==> config.mk <==
export PLATFORM = sky130hd
export DESIGN_NAME = uart_rx_frame_flat
export DESIGN_NICKNAME = d
export VERILOG_FILES = /design/src/rtl/uart_rx_frame_if.sv /design/src/rtl/uart_rx_frame.sv /design/src/flat_wrapper.sv
export SDC_FILE = /design/constraint.sdc
export NUM_CORES = 1
export LEC_CHECK = 0
export ABC_AREA = 1
export CORE_AREA = 5 5 59 61
export CTS_BUF_LIST = sky130_fd_sc_hd__clkbuf_16
export DETAILED_ROUTE_END_ITERATION = 8
export DIE_AREA = 0 0 64 66
export PLACE_DENSITY = 0.82
export REMOVE_ABC_BUFFERS = 1
export SYNTH_ARGS = -nofsm -noshare
export SYNTH_HDL_FRONTEND = slang
export SYNTH_SLANG_ARGS = --single-unit
==> constraint.sdc <==
create_clock -name clk -period 2 [get_ports clk]
set_input_delay 0.3 -clock clk [delete_from_list [all_inputs] [get_ports clk]]
set_output_delay 0.3 -clock clk [all_outputs]
set_load 0.02 [all_outputs]
==> src/rtl/uart_rx_frame_if.sv <==
// Signal bundle between the UART RX framer, its baud counter and the
// APB-side register/FIFO logic. The framer connects through the master modport.
interface uart_rx_frame_if #(
  parameter int unsigned DATA_BITS = 8
);
  logic                 enable;
  logic                 rx;
  logic                 tick;
  logic                 baud_en;
  logic                 kick;
  logic [DATA_BITS-1:0] rx_data;
  logic                 rx_valid;
  logic                 frame_err;
  logic                 parity_err;
  logic                 busy;

  modport master (
    input  enable, rx, tick,
    output baud_en, kick, rx_data, rx_valid, frame_err, parity_err, busy
  );

  modport slave (
    output enable, rx, tick,
    input  baud_en, kick, rx_data, rx_valid, frame_err, parity_err, busy
  );
endinterface

==> src/rtl/uart_rx_frame.sv <==
// UART receive framer: synchronises rx, kicks the baud counter on a start
// edge, shifts data LSB-first on ticks, then checks optional parity and stop.
module uart_rx_frame #(
  parameter int unsigned DATA_BITS  = 8,
  parameter bit          PARITY_EN  = 1'b0,
  parameter bit          PARITY_ODD = 1'b0
) (
  input  logic            clk,
  input  logic            arst,
  input  logic            rst,
  uart_rx_frame_if.master rxf
);

  localparam int unsigned      CNT_W    = $clog2(DATA_BITS);
  localparam logic [CNT_W-1:0] LAST_BIT = CNT_W'(DATA_BITS - 1);

  if (DATA_BITS < 5 || DATA_BITS > 9) begin : g_bad_data_bits
    $error("uart_rx_frame: DATA_BITS must be within 5..9");
  end

  typedef enum logic [2:0] {
    S_IDLE,
    S_DATA,
    S_PARITY,
    S_STOP,
    S_WAIT_HI
  } state_e;

  logic                 rx_meta_q;
  logic                 rx_s_q;
  logic                 rx_prev_q;
  logic                 start_edge;

  state_e               state_q,      state_d;
  logic [CNT_W-1:0]     bit_cnt_q,    bit_cnt_d;
  logic [DATA_BITS-1:0] shreg_q,      shreg_d;
  logic                 par_bad_q,    par_bad_d;
  logic                 kick_q,       kick_d;
  logic [DATA_BITS-1:0] rx_data_q,    rx_data_d;
  logic                 rx_valid_q,   rx_valid_d;
  logic                 frame_err_q,  frame_err_d;
  logic                 parity_err_q, parity_err_d;

  // Line idles high, so the synchroniser resets to 1 to avoid a false start edge.
  always_ff @(posedge clk or negedge arst) begin
    if (!arst) begin
      rx_meta_q <= 1'b1;
      rx_s_q    <= 1'b1;
      rx_prev_q <= 1'b1;
    end else if (rst) begin
      rx_meta_q <= 1'b1;
      rx_s_q    <= 1'b1;
      rx_prev_q <= 1'b1;
    end else begin
      rx_meta_q <= rxf.rx;
      rx_s_q    <= rx_meta_q;
      rx_prev_q <= rx_s_q;
    end
  end

  assign start_edge = rx_prev_q & ~rx_s_q;

  always_comb begin
    state_d      = state_q;
    bit_cnt_d    = bit_cnt_q;
    shreg_d      = shreg_q;
    par_bad_d    = par_bad_q;
    kick_d       = 1'b0;
    rx_data_d    = rx_data_q;
    rx_valid_d   = 1'b0;
    frame_err_d  = frame_err_q;
    parity_err_d = parity_err_q;

    if (state_q != S_IDLE && !rxf.enable) begin
      state_d = S_IDLE;
    end else begin
      unique case (state_q)
        S_IDLE: begin
          if (rxf.enable && start_edge) begin
            kick_d    = 1'b1;
            bit_cnt_d = '0;
            par_bad_d = 1'b0;
            state_d   = S_DATA;
          end
        end
        S_DATA: begin
          if (rxf.tick) begin
            shreg_d   = {rx_s_q, shreg_q[DATA_BITS-1:1]};
            bit_cnt_d = bit_cnt_q + 1'b1;
            if (bit_cnt_q == LAST_BIT) begin
              state_d = PARITY_EN ? S_PARITY : S_STOP;
            end
          end
        end
        S_PARITY: begin
          if (rxf.tick) begin
            par_bad_d = (^{shreg_q, rx_s_q}) ^ PARITY_ODD;
            state_d   = S_STOP;
          end
        end
        S_STOP: begin
          if (rxf.tick) begin
            rx_data_d    = shreg_q;
            rx_valid_d   = 1'b1;
            frame_err_d  = ~rx_s_q;
            parity_err_d = par_bad_q;
            state_d      = rx_s_q ? S_IDLE : S_WAIT_HI;
          end
        end
        S_WAIT_HI: begin
          if (rx_s_q) begin
            state_d = S_IDLE;
          end
        end
        default: state_d = S_IDLE;
      endcase
    end
  end

  always_ff @(posedge clk or negedge arst) begin
    if (!arst) begin
      state_q      <= S_IDLE;
      bit_cnt_q    <= '0;
      shreg_q      <= '0;
      par_bad_q    <= 1'b0;
      kick_q       <= 1'b0;
      rx_data_q    <= '0;
      rx_valid_q   <= 1'b0;
      frame_err_q  <= 1'b0;
      parity_err_q <= 1'b0;
    end else if (rst) begin
      state_q      <= S_IDLE;
      bit_cnt_q    <= '0;
      shreg_q      <= '0;
      par_bad_q    <= 1'b0;
      kick_q       <= 1'b0;
      rx_data_q    <= '0;
      rx_valid_q   <= 1'b0;
      frame_err_q  <= 1'b0;
      parity_err_q <= 1'b0;
    end else begin
      state_q      <= state_d;
      bit_cnt_q    <= bit_cnt_d;
      shreg_q      <= shreg_d;
      par_bad_q    <= par_bad_d;
      kick_q       <= kick_d;
      rx_data_q    <= rx_data_d;
      rx_valid_q   <= rx_valid_d;
      frame_err_q  <= frame_err_d;
      parity_err_q <= parity_err_d;
    end
  end

  assign rxf.baud_en    = (state_q == S_DATA) || (state_q == S_PARITY) || (state_q == S_STOP);
  assign rxf.busy       = (state_q != S_IDLE);
  assign rxf.kick       = kick_q;
  assign rxf.rx_data    = rx_data_q;
  assign rxf.rx_valid   = rx_valid_q;
  assign rxf.frame_err  = frame_err_q;
  assign rxf.parity_err = parity_err_q;

endmodule

==> src/flat_wrapper.sv <==
// flat-port wrapper written by rule: the top's interface ports become plain ports
module uart_rx_frame_flat 
#(
  parameter int unsigned DATA_BITS  = 8,
  parameter bit          PARITY_EN  = 1'b0,
  parameter bit          PARITY_ODD = 1'b0
)
  (clk, arst, rst, rxf_enable, rxf_rx, rxf_tick, rxf_baud_en, rxf_kick, rxf_rx_data, rxf_rx_valid, rxf_frame_err, rxf_parity_err, rxf_busy);
  uart_rx_frame_if #(.DATA_BITS(DATA_BITS)) rxf_i ();
  input  logic clk;
  input  logic arst;
  input  logic rst;
  input wire logic [$bits(rxf_i.enable)-1:0] rxf_enable;
  input wire logic [$bits(rxf_i.rx)-1:0] rxf_rx;
  input wire logic [$bits(rxf_i.tick)-1:0] rxf_tick;
  output wire logic [$bits(rxf_i.baud_en)-1:0] rxf_baud_en;
  output wire logic [$bits(rxf_i.kick)-1:0] rxf_kick;
  output wire logic [$bits(rxf_i.rx_data)-1:0] rxf_rx_data;
  output wire logic [$bits(rxf_i.rx_valid)-1:0] rxf_rx_valid;
  output wire logic [$bits(rxf_i.frame_err)-1:0] rxf_frame_err;
  output wire logic [$bits(rxf_i.parity_err)-1:0] rxf_parity_err;
  output wire logic [$bits(rxf_i.busy)-1:0] rxf_busy;
  assign rxf_i.enable = rxf_enable;
  assign rxf_i.rx = rxf_rx;
  assign rxf_i.tick = rxf_tick;
  assign rxf_baud_en = rxf_i.baud_en;
  assign rxf_kick = rxf_i.kick;
  assign rxf_rx_data = rxf_i.rx_data;
  assign rxf_rx_valid = rxf_i.rx_valid;
  assign rxf_frame_err = rxf_i.frame_err;
  assign rxf_parity_err = rxf_i.parity_err;
  assign rxf_busy = rxf_i.busy;
  uart_rx_frame #(.DATA_BITS(DATA_BITS), .PARITY_EN(PARITY_EN), .PARITY_ODD(PARITY_ODD)) u_core (.clk(clk), .arst(arst), .rst(rst), .rxf(rxf_i));
endmodule
==> results.ini, run 1 <==
[run_status]
status = finished clean

[cells_and_area]
synthToLayoutAreaGrowth_pct = 25.0
final_nets = 228
multi_input_area_um2 = 699
design_area_um2 = 1990
finish.utilization = 0.679
final-seq-area_um2 = 754
diodes = 0
drive_gt1_frac = 0.172
final_cells = 254
nFillCells = 231

[setup_path]
criticalPathCategory = flip-flop to output port
worstSetupStartpointType = flip-flop
r2r_slack_ps = 540
reg2reg_to = u_core.state_q[2]
crit_start = u_core.state_q[0]
reg2reg_depth = 8
required_ps = 1700
crit_arrival_ps = 1610
worstReg2RegStart = u_core.state_q[0]
crit_path_end = rxf_busy
crit_fanout = 7
crit_path_end_kind = output port

[sta]
rsz0062_at_grt = no
setup_viol = 0
clock.fmax_mhz = 523
drv_slew = 0
period_share = 0.956
hold_viol_final = 0
period_needed_ps = 1910
slew_headroom = 0.755
setup_tns_ps = 0
skew_ps = 3.28
tightest_slew_ps = 368

[clocking]
cts_sinks = 30
h-tree-depth = 2
holdBufCountCts = 0
cts_resized = 0
post_cts_buffers = 0
clockRootBuffer = clkbuf_16
clock_latency_ps = 270
cts_tree = yes
cts_buffers = 5
clkTransAtPathRegs_ps = 50
clk_path_buf_depth = 2

[die]
initial_core_util = 0.543
die_w_um = 64
io_pins = 20
placementRows = 20
fp.dieH_um = 66
core_area_um2 = 2930
die_area_um2 = 4220

[pwr]
peakVddDrop_mv = 0.980
cellPowerDensity_nw_per_um2 = 1160
power.total_mw = 2.31
p_leak_nw = 1.01

[synthesis]
synth.distinct_cells = 30
synthCells = 194
ys_seq_elements = 30
synth_edf_count = 0
avgSynthCellArea_um2 = 8.19
synth_top_cell_area_share = 0.425
synthTopCellsByCount = nand2_1, nand3_1, dfrtp_1
yosys_most_used_dff = dfrtp_1
yosysWarnings = 0
synth.area.top_cells = dfrtp_1, nand2_1, nand3_1
yosysTopAreaCell = dfrtp_1
synth.most_common_cell = nand2_1
ys_seq_area_frac = 0.475
netlist_area_um2 = 1590
async_reset_ff_frac = 1.00

[place]
dp_cells = 246
place_congestion = 0.926
placed_area_um2 = 1820
dpl.hpwl_um = 2260
port_buffers = 19

[flow_run]
cap_violations = 0

[route]
drtPass1Iterations = 4
first_iter_violations = 58
via_per_inst = 5.25
drt_wl_total_um = 3320
ant_nets = 0
drc = 0
vias = 1333
wl_per_cell_um = 13.1

[grt]
grt_max_degree = 31
grt_overflow = 0
grt_use_total = 0.180
antenna_found_initial = 0
grt_pass1_vias = 1279
grt_pass1_wl_um = 5870

[hold_path]
worstHoldPathType = primary input to async pin

## flip-flops by register name, indices dropped and copies added (netlist names)
signal and count:
u_core.rx_prev_q 1, u_core.par_bad_q 1, u_core.rxf.rx_valid 1, u_core.rx_s_q 1
u_core.rxf.kick 1, u_core.state_q 3, u_core.rxf.rx_data 8, u_core.shreg_q 8
u_core.bit_cnt_q 3, u_core.rx_meta_q 1, u_core.rxf.parity_err 1, u_core.rxf.frame_err 1
## critical path, cell delays in order (launching register included)
cell and delay, ps:
dfrtp_1 470, nor2_4 220, nand2_4 100, clkdlybuf4s50_1 550
## through the flow
stage	setup slack, ps	hold slack [ps]
floorplan	497	4.41
global placement	294	453
detailed placement	271	469
CTS	90.2	421
global route	46.0	449
finish	88.7	407
## cell usage in the layout, fill, tap and decap left out, types with 4 or more instances in the layout
master	synthesis	layout
nand2_1	58	58
nand3_1	31	31
dfrtp_1	27	27
inv_1	17	19
clkdlybuf4s50_1	0	19
o21ai_1	8	8
buf_4	3	7
inv_2	6	6
nor2_1	6	6
clkbuf_16	0	5
nand3_2	4	4
## worst min path at each step
stage / from / endpoint / slack [ps] / depth (start not counted)
floorplan: arst / u_core.bit_cnt_q[0] / 4 / 0
global placement: u_core.par_bad_q / u_core.rxf.parity_err / 450 / 2
detailed placement: u_core.par_bad_q / u_core.rxf.parity_err / 470 / 2
CTS: arst / u_core.state_q[1] / 420 / 2
global route: arst / u_core.state_q[1] / 450 / 2
finish: arst / u_core.state_q[1] / 410 / 2
## per-layer routing
layer  up-vias  part of all wire  GRT usage
met5         -                 0          0
met4         0             0.018     0.0831
met3         7             0.056     0.0595
met2        32              0.49      0.280
met1       614              0.44      0.226
li1        680                 -          -
## layout make-up
cell class / count / area share
multi-input cells: 134 / 0.352
flip-flops and latches: 30 / 0.380
inverters: 23 / 0.0435
well taps: 33 / 0.0208
clock buffers: 5 / 0.0630
clock inverters: 3 / 0.0189
repair buffers: 26 / 0.122
## cells by family (layout without fill, tap and decap cells)
kind of cell,Yosys count,in the layout,synth area share
buf+inv,30,57,0.0850
fa+ha+maj,2,2,0.0157
compound gates,19,19,0.0724
simple gates,113,113,0.352
flops,30,30,0.475
## power by group
| part | total [mW] | internal [mW] | switching, mW |
|---|---|---|---|
| clock | 0.820 | 0.576 | 0.244 |
| sequential | 0.772 | 0.682 | 0.0905 |
| combinational | 0.713 | 0.259 | 0.454 |
Power figures use the tool's default switching activity.
==> run 2, diff against run 1 <==
CORE_AREA = 5 5 63 65   (was 5 5 59 61)
DIE_AREA = 0 0 68 70   (was 0 0 64 66)
PLACE_DENSITY = 0.75   (was 0.82)
clock period = 1.65 ns   (was 2 ns; I/O delays follow)
==> run 2 against run 1 <==
  * Via count increased by 2.3%
  * Sequential share of layout area decreased by 0.73 points
  * Cell area increased by 2.1%
  * Routed wire length increased by 2.4%
  * Setup slack about the same
  * Combinational power increased by 29%
  * First-iteration DRC count increased by 78%
  * Register-to-register slack got worse by 390 ps
  * Utilization decreased by 6.1 points
  * Clock skew decreased by 0.98 ps
  * Largest cell class unchanged
  * Largest power group is now sequential cells
==> results.ini, run 2 (synthesis gave the netlist of run 1 again) <==
[route]
ant_nets = 0
drt_wl_total_um = 3400
wl_per_cell_um = 12.4
first_iter_violations = 103
drc = 0
via_per_inst = 4.97
drtPass1Iterations = 4
vias = 1363

[run_status]
status = finished clean

[setup_path]
reg2reg_to = u_core.shreg_q[4]
worstSetupStartpointType = flip-flop
crit_path_end_kind = output port
criticalPathCategory = flip-flop to output port
worstReg2RegStart = u_core.state_q[1]
crit_path_end = rxf_busy
crit_arrival_ps = 1310
crit_start = u_core.state_q[1]
crit_fanout = 5
reg2reg_depth = 8
r2r_slack_ps = 150
required_ps = 1400

[grt]
grt_max_degree = 31
grt_overflow = 0
grt_pass1_wl_um = 6260
grt_use_total = 0.171
antenna_found_initial = 0
grt_pass1_vias = 1371

[sta]
period_needed_ps = 1560
period_share = 0.946
whs_ps = 375
setup_viol = 0
slew_headroom = 0.751
skew_ps = 2.30
tightest_slew_ps = 374
drv_slew = 0
hold_viol_final = 0
rsz0062_at_grt = no
clock.fmax_mhz = 641

[cells_and_area]
final-seq-area_um2 = 756
synthToLayoutAreaGrowth_pct = 27.7
diodes = 0
layout_commonest_cell = nand2_1
final_cell_mix = nand2_1, nand3_1, dfrtp_1
nFillCells = 308
final_nets = 235
final_cells = 274
drive_gt1_frac = 0.202
multi_input_area_um2 = 699

[pwr]
p_leak_nw = 1.04
p_clk_frac = 0.310
cellPowerDensity_nw_per_um2 = 1320
peakVddDrop_mv = 0.744
power.total_mw = 2.68
sw_frac_of_total = 0.360
intPower_mw = 1.71
combPwrFrac = 0.344
switching_power_uw = 963
pwr-share-seq = 0.346

[clocking]
cts_tree = yes
holdBufCountCts = 0
cts_buffers = 5
clockRootBuffer = clkbuf_16
clock_latency_ps = 270
clkTransAtPathRegs_ps = 50
cts_sinks = 30
h-tree-depth = 2
clk_path_buf_depth = 2

[place]
dpl.hpwl_um = 2540
port_buffers = 19
dp_cells = 266
place_congestion = 0.943

[die]
die_area_um2 = 4760
placementRows = 21
fp.dieH_um = 70
initial_core_util = 0.484
io_pins = 20
core_area_um2 = 3280
die_w_um = 68

[hold_path]
worstHoldPathType = primary input to async pin

[flow_run]
cap_violations = 0

==> run 2: cell count changes in the layout (fill, tap and decap cells not counted) <==
cell,before,now
dfrtp_1,27,26
clkdlybuf4s50_1,19,17
clkinv_1,0,1
buf_4,7,14
inv_1,19,18
bufinv_16,1,0
clkinv_2,0,1
dfrtp_2,0,1
dlygate4sd2_1,0,2
==> run 2: layer usage <==
metal,up-vias,global-route usage,routed length (um)
li1,694,-,-
met1,633,0.228,1500
met2,28,0.267,1710
met3,8,0.0385,119
met4,0,0.0596,66
met5,-,0,0
==> run 2: area by class of cell <==
cell class	instances	share of cell area
clock buffer	5	0.0617
clock inverter	3	0.00617
inverter	23	0.0425
multi-input combinational	134	0.345
sequential	30	0.372
tap	46	0.0284
timing repair buffer	33	0.144
==> run 2: power by group through the flow <==
stage	Sequential, mW	Combinational (mW)	Clock [mW]
2_1_floorplan	0.925	0.631	0
3_3_place_gp	0.933	0.940	0
3_5_place_dp	0.934	0.944	0
4_1_cts	0.926	0.931	0.856
5_1_grt	0.941	1.04	0.887
6_report	0.927	0.921	0.829
==> run 2: worst max-delay path, cell delays in order, from the launching register on <==
cell and delay [ps]:
dfrtp_2 450, nor2_4 170, nand2_4 90, dlygate4sd2_1 330
==> run 2: timing repair <==
item / CTS / global route
resized for setup: 3 / 0
buffers inserted: 0 / 0
setup endpoints to repair: 2 / 0
hold endpoints to repair: 0 / 0
==> run 2: through the flow <==
| stage | area [um2] | util | TNS [ps] | worst slack [ps] |
|---|---|---|---|---|
| floorplan | 1540 | - | 0 | 147 |
| global placement | 1890 | 0.576 | -55.0 | -28.4 |
| detailed placement | 1890 | 0.576 | -87.2 | -41.7 |
| CTS | 2030 | 0.618 | 0 | 80.9 |
| global route | 2030 | 0.618 | 0 | 27.5 |
| finish | 2030 | 0.618 | 0 | 89.1 |
==> run 2: how the worst min path moves through the flow <==
stage / slack (ps) / cells after the start / to / startpoint
final: 380 / 2 / u_core.rxf.kick / arst
after global placement: 470 / 2 / u_core.rxf.parity_err / u_core.par_bad_q
after detailed placement: 470 / 2 / u_core.rxf.parity_err / u_core.par_bad_q
after global routing: 420 / 2 / u_core.rxf.kick / arst
after CTS: 390 / 2 / u_core.rxf.kick / arst
after floorplan: -50 / 0 / u_core.bit_cnt_q[0] / arst
==> run 3, diff against run 2 <==
CORE_AREA = 5 5 47 89   (was 5 5 63 65)
DIE_AREA = 0 0 52 94   (was 0 0 68 70)
PLACE_DENSITY = 0.74   (was 0.75)
==> run 3 against run 2 <==
  * Sequential share of layout area shrank 0.40 points
  * Worst hold slack got worse by 6.4 ps
  * Setup slack gained 8.4 ps
  * Power increased by 0.55%
  * Register-to-register slack better by 60 ps
==> results.ini, run 3 (synthesis gave the netlist of run 1 again) <==
[die]
placementRows = 30
io_pins = 20
fp.dieH_um = 94
core_area_um2 = 3420
die_area_um2 = 4890
initial_core_util = 0.465
die_w_um = 52

[flow_run]
cap_violations = 0

[grt]
grt_pass1_wl_um = 6440
antenna_found_initial = 0
grt_pass1_vias = 1428
grt_overflow = 0
grt_max_degree = 31
grt_use_total = 0.179

[sta]
skew_ps = 3.81
clock.fmax_mhz = 644
hold_viol_final = 0
drv_slew = 0
worst_slack_ps = 97.6
period_share = 0.941
slew_headroom = 0.743
setup_viol = 0
rsz0062_at_grt = no
setup_tns_ps = 0
tightest_slew_ps = 385
whs_ps = 369
period_needed_ps = 1550

[pwr]
p_leak_nw = 1.05
cellPowerDensity_nw_per_um2 = 1310
peakVddDrop_mv = 0.968

[clocking]
h-tree-depth = 2
clkTransAtPathRegs_ps = 50
holdBufCountCts = 0
cts_buffers = 5
clockRootBuffer = clkbuf_16
clk_path_buf_depth = 2
cts_tree = yes
clock_latency_ps = 270
cts_sinks = 30

[place]
placed_area_um2 = 1910
dpl.hpwl_um = 2820
place_congestion = 0.897
dp_cells = 270
port_buffers = 19
preCtsSetupSlack_ps = -54.0

[cells_and_area]
final_cells = 278
synthToLayoutAreaGrowth_pct = 28.9
drive_gt1_frac = 0.204
final_cell_mix = nand2_1, nand3_1, dfrtp_1
design_area_um2 = 2050
diodes = 0
final_nets = 237
layout_commonest_cell = nand2_1

[setup_path]
crit_arrival_ps = 1300
worstSetupStartpointType = flip-flop
criticalPathCategory = flip-flop to output port
crit_fanout = 5
cp_num_buf_inv = 1
cpPeakStageDelay_ps = 400
cp_top_family = flip-flops
cp_cell_sequence = nor2_4, nand2_4, dlygate4sd2_1
required_ps = 1400
crit_slowest_cell = dfrtp_1
crit_path_end_kind = output port

[route]
ant_nets = 0
wl_per_cell_um = 13.3
first_iter_violations = 16
drtPass1Iterations = 4
drc = 0
vias = 1409
drt_wl_total_um = 3710
via_per_inst = 5.07

[run_status]
status = finished clean

[hold_path]
worstHoldPathType = primary input to async pin

run 3: repair_timing:
item	in CTS	in global routing
setup endpoints to repair	2	1
setup buffers	0	0
gates resized for setup	2	1
gates cloned	0	0
run 3: path summary, 6_finish.rpt:
kind	from	to	slack, ps	cells past startpoint
setup / recovery	u_core.state_q[0]	rxf_busy	100	3
hold / removal	arst	u_core.bit_cnt_q[0]	370	2
setup reg to reg	u_core.state_q[1]	u_core.shreg_q[1]	210	8
hold reg to reg	u_core.par_bad_q	u_core.rxf.parity_err	490	2
max in group asynchronous	arst	u_core.rx_prev_q	970	2
min in group clk	u_core.par_bad_q	u_core.rxf.parity_err	490	2
run 3: metrics by stage:
step	util	total power [mW]
6_report	0.600	2.69
5_1_grt	0.600	2.88
3_5_place_dp	0.559	1.89
4_1_cts	0.599	2.71
2_1_floorplan	-	1.56
3_3_place_gp	0.559	1.87
run 3: layout make-up:
| type | count | area [um2] |
|---|---|---|
| Clock buffer | 5 | 125 |
| Clock inverter | 3 | 11.3 |
| Multi-Input combinational cell | 134 | 703 |
| Timing Repair Buffer | 35 | 308 |
| Inverter | 23 | 86.3 |
| Sequential cell | 30 | 754 |
| Fill cell | 305 | 1370 |
| Tap cell | 48 | 60.1 |
run 3: power breakdown:
part | internal [mW] | switching, mW | total [mW]
combinational | 0.344 | 0.600 | 0.944
clock | 0.539 | 0.291 | 0.830
sequential | 0.827 | 0.0898 | 0.917
run 3: layer usage:
| layer | GRT usage | share of wire |
|---|---|---|
| met5 | 0 | 0 |
| met4 | 0.109 | 0.030 |
| met3 | 0.0429 | 0.029 |
| met2 | 0.321 | 0.58 |
| met1 | 0.176 | 0.36 |
run 3: worst register-to-register path, stage by stage (launching register included):
cell and delay, ps:
dfrtp_1 410, buf_4 160, inv_2 70, nand3_1 120, nand2_1 100, inv_2 70
nor2_8 240, nand3_1 110, o21ai_1 90
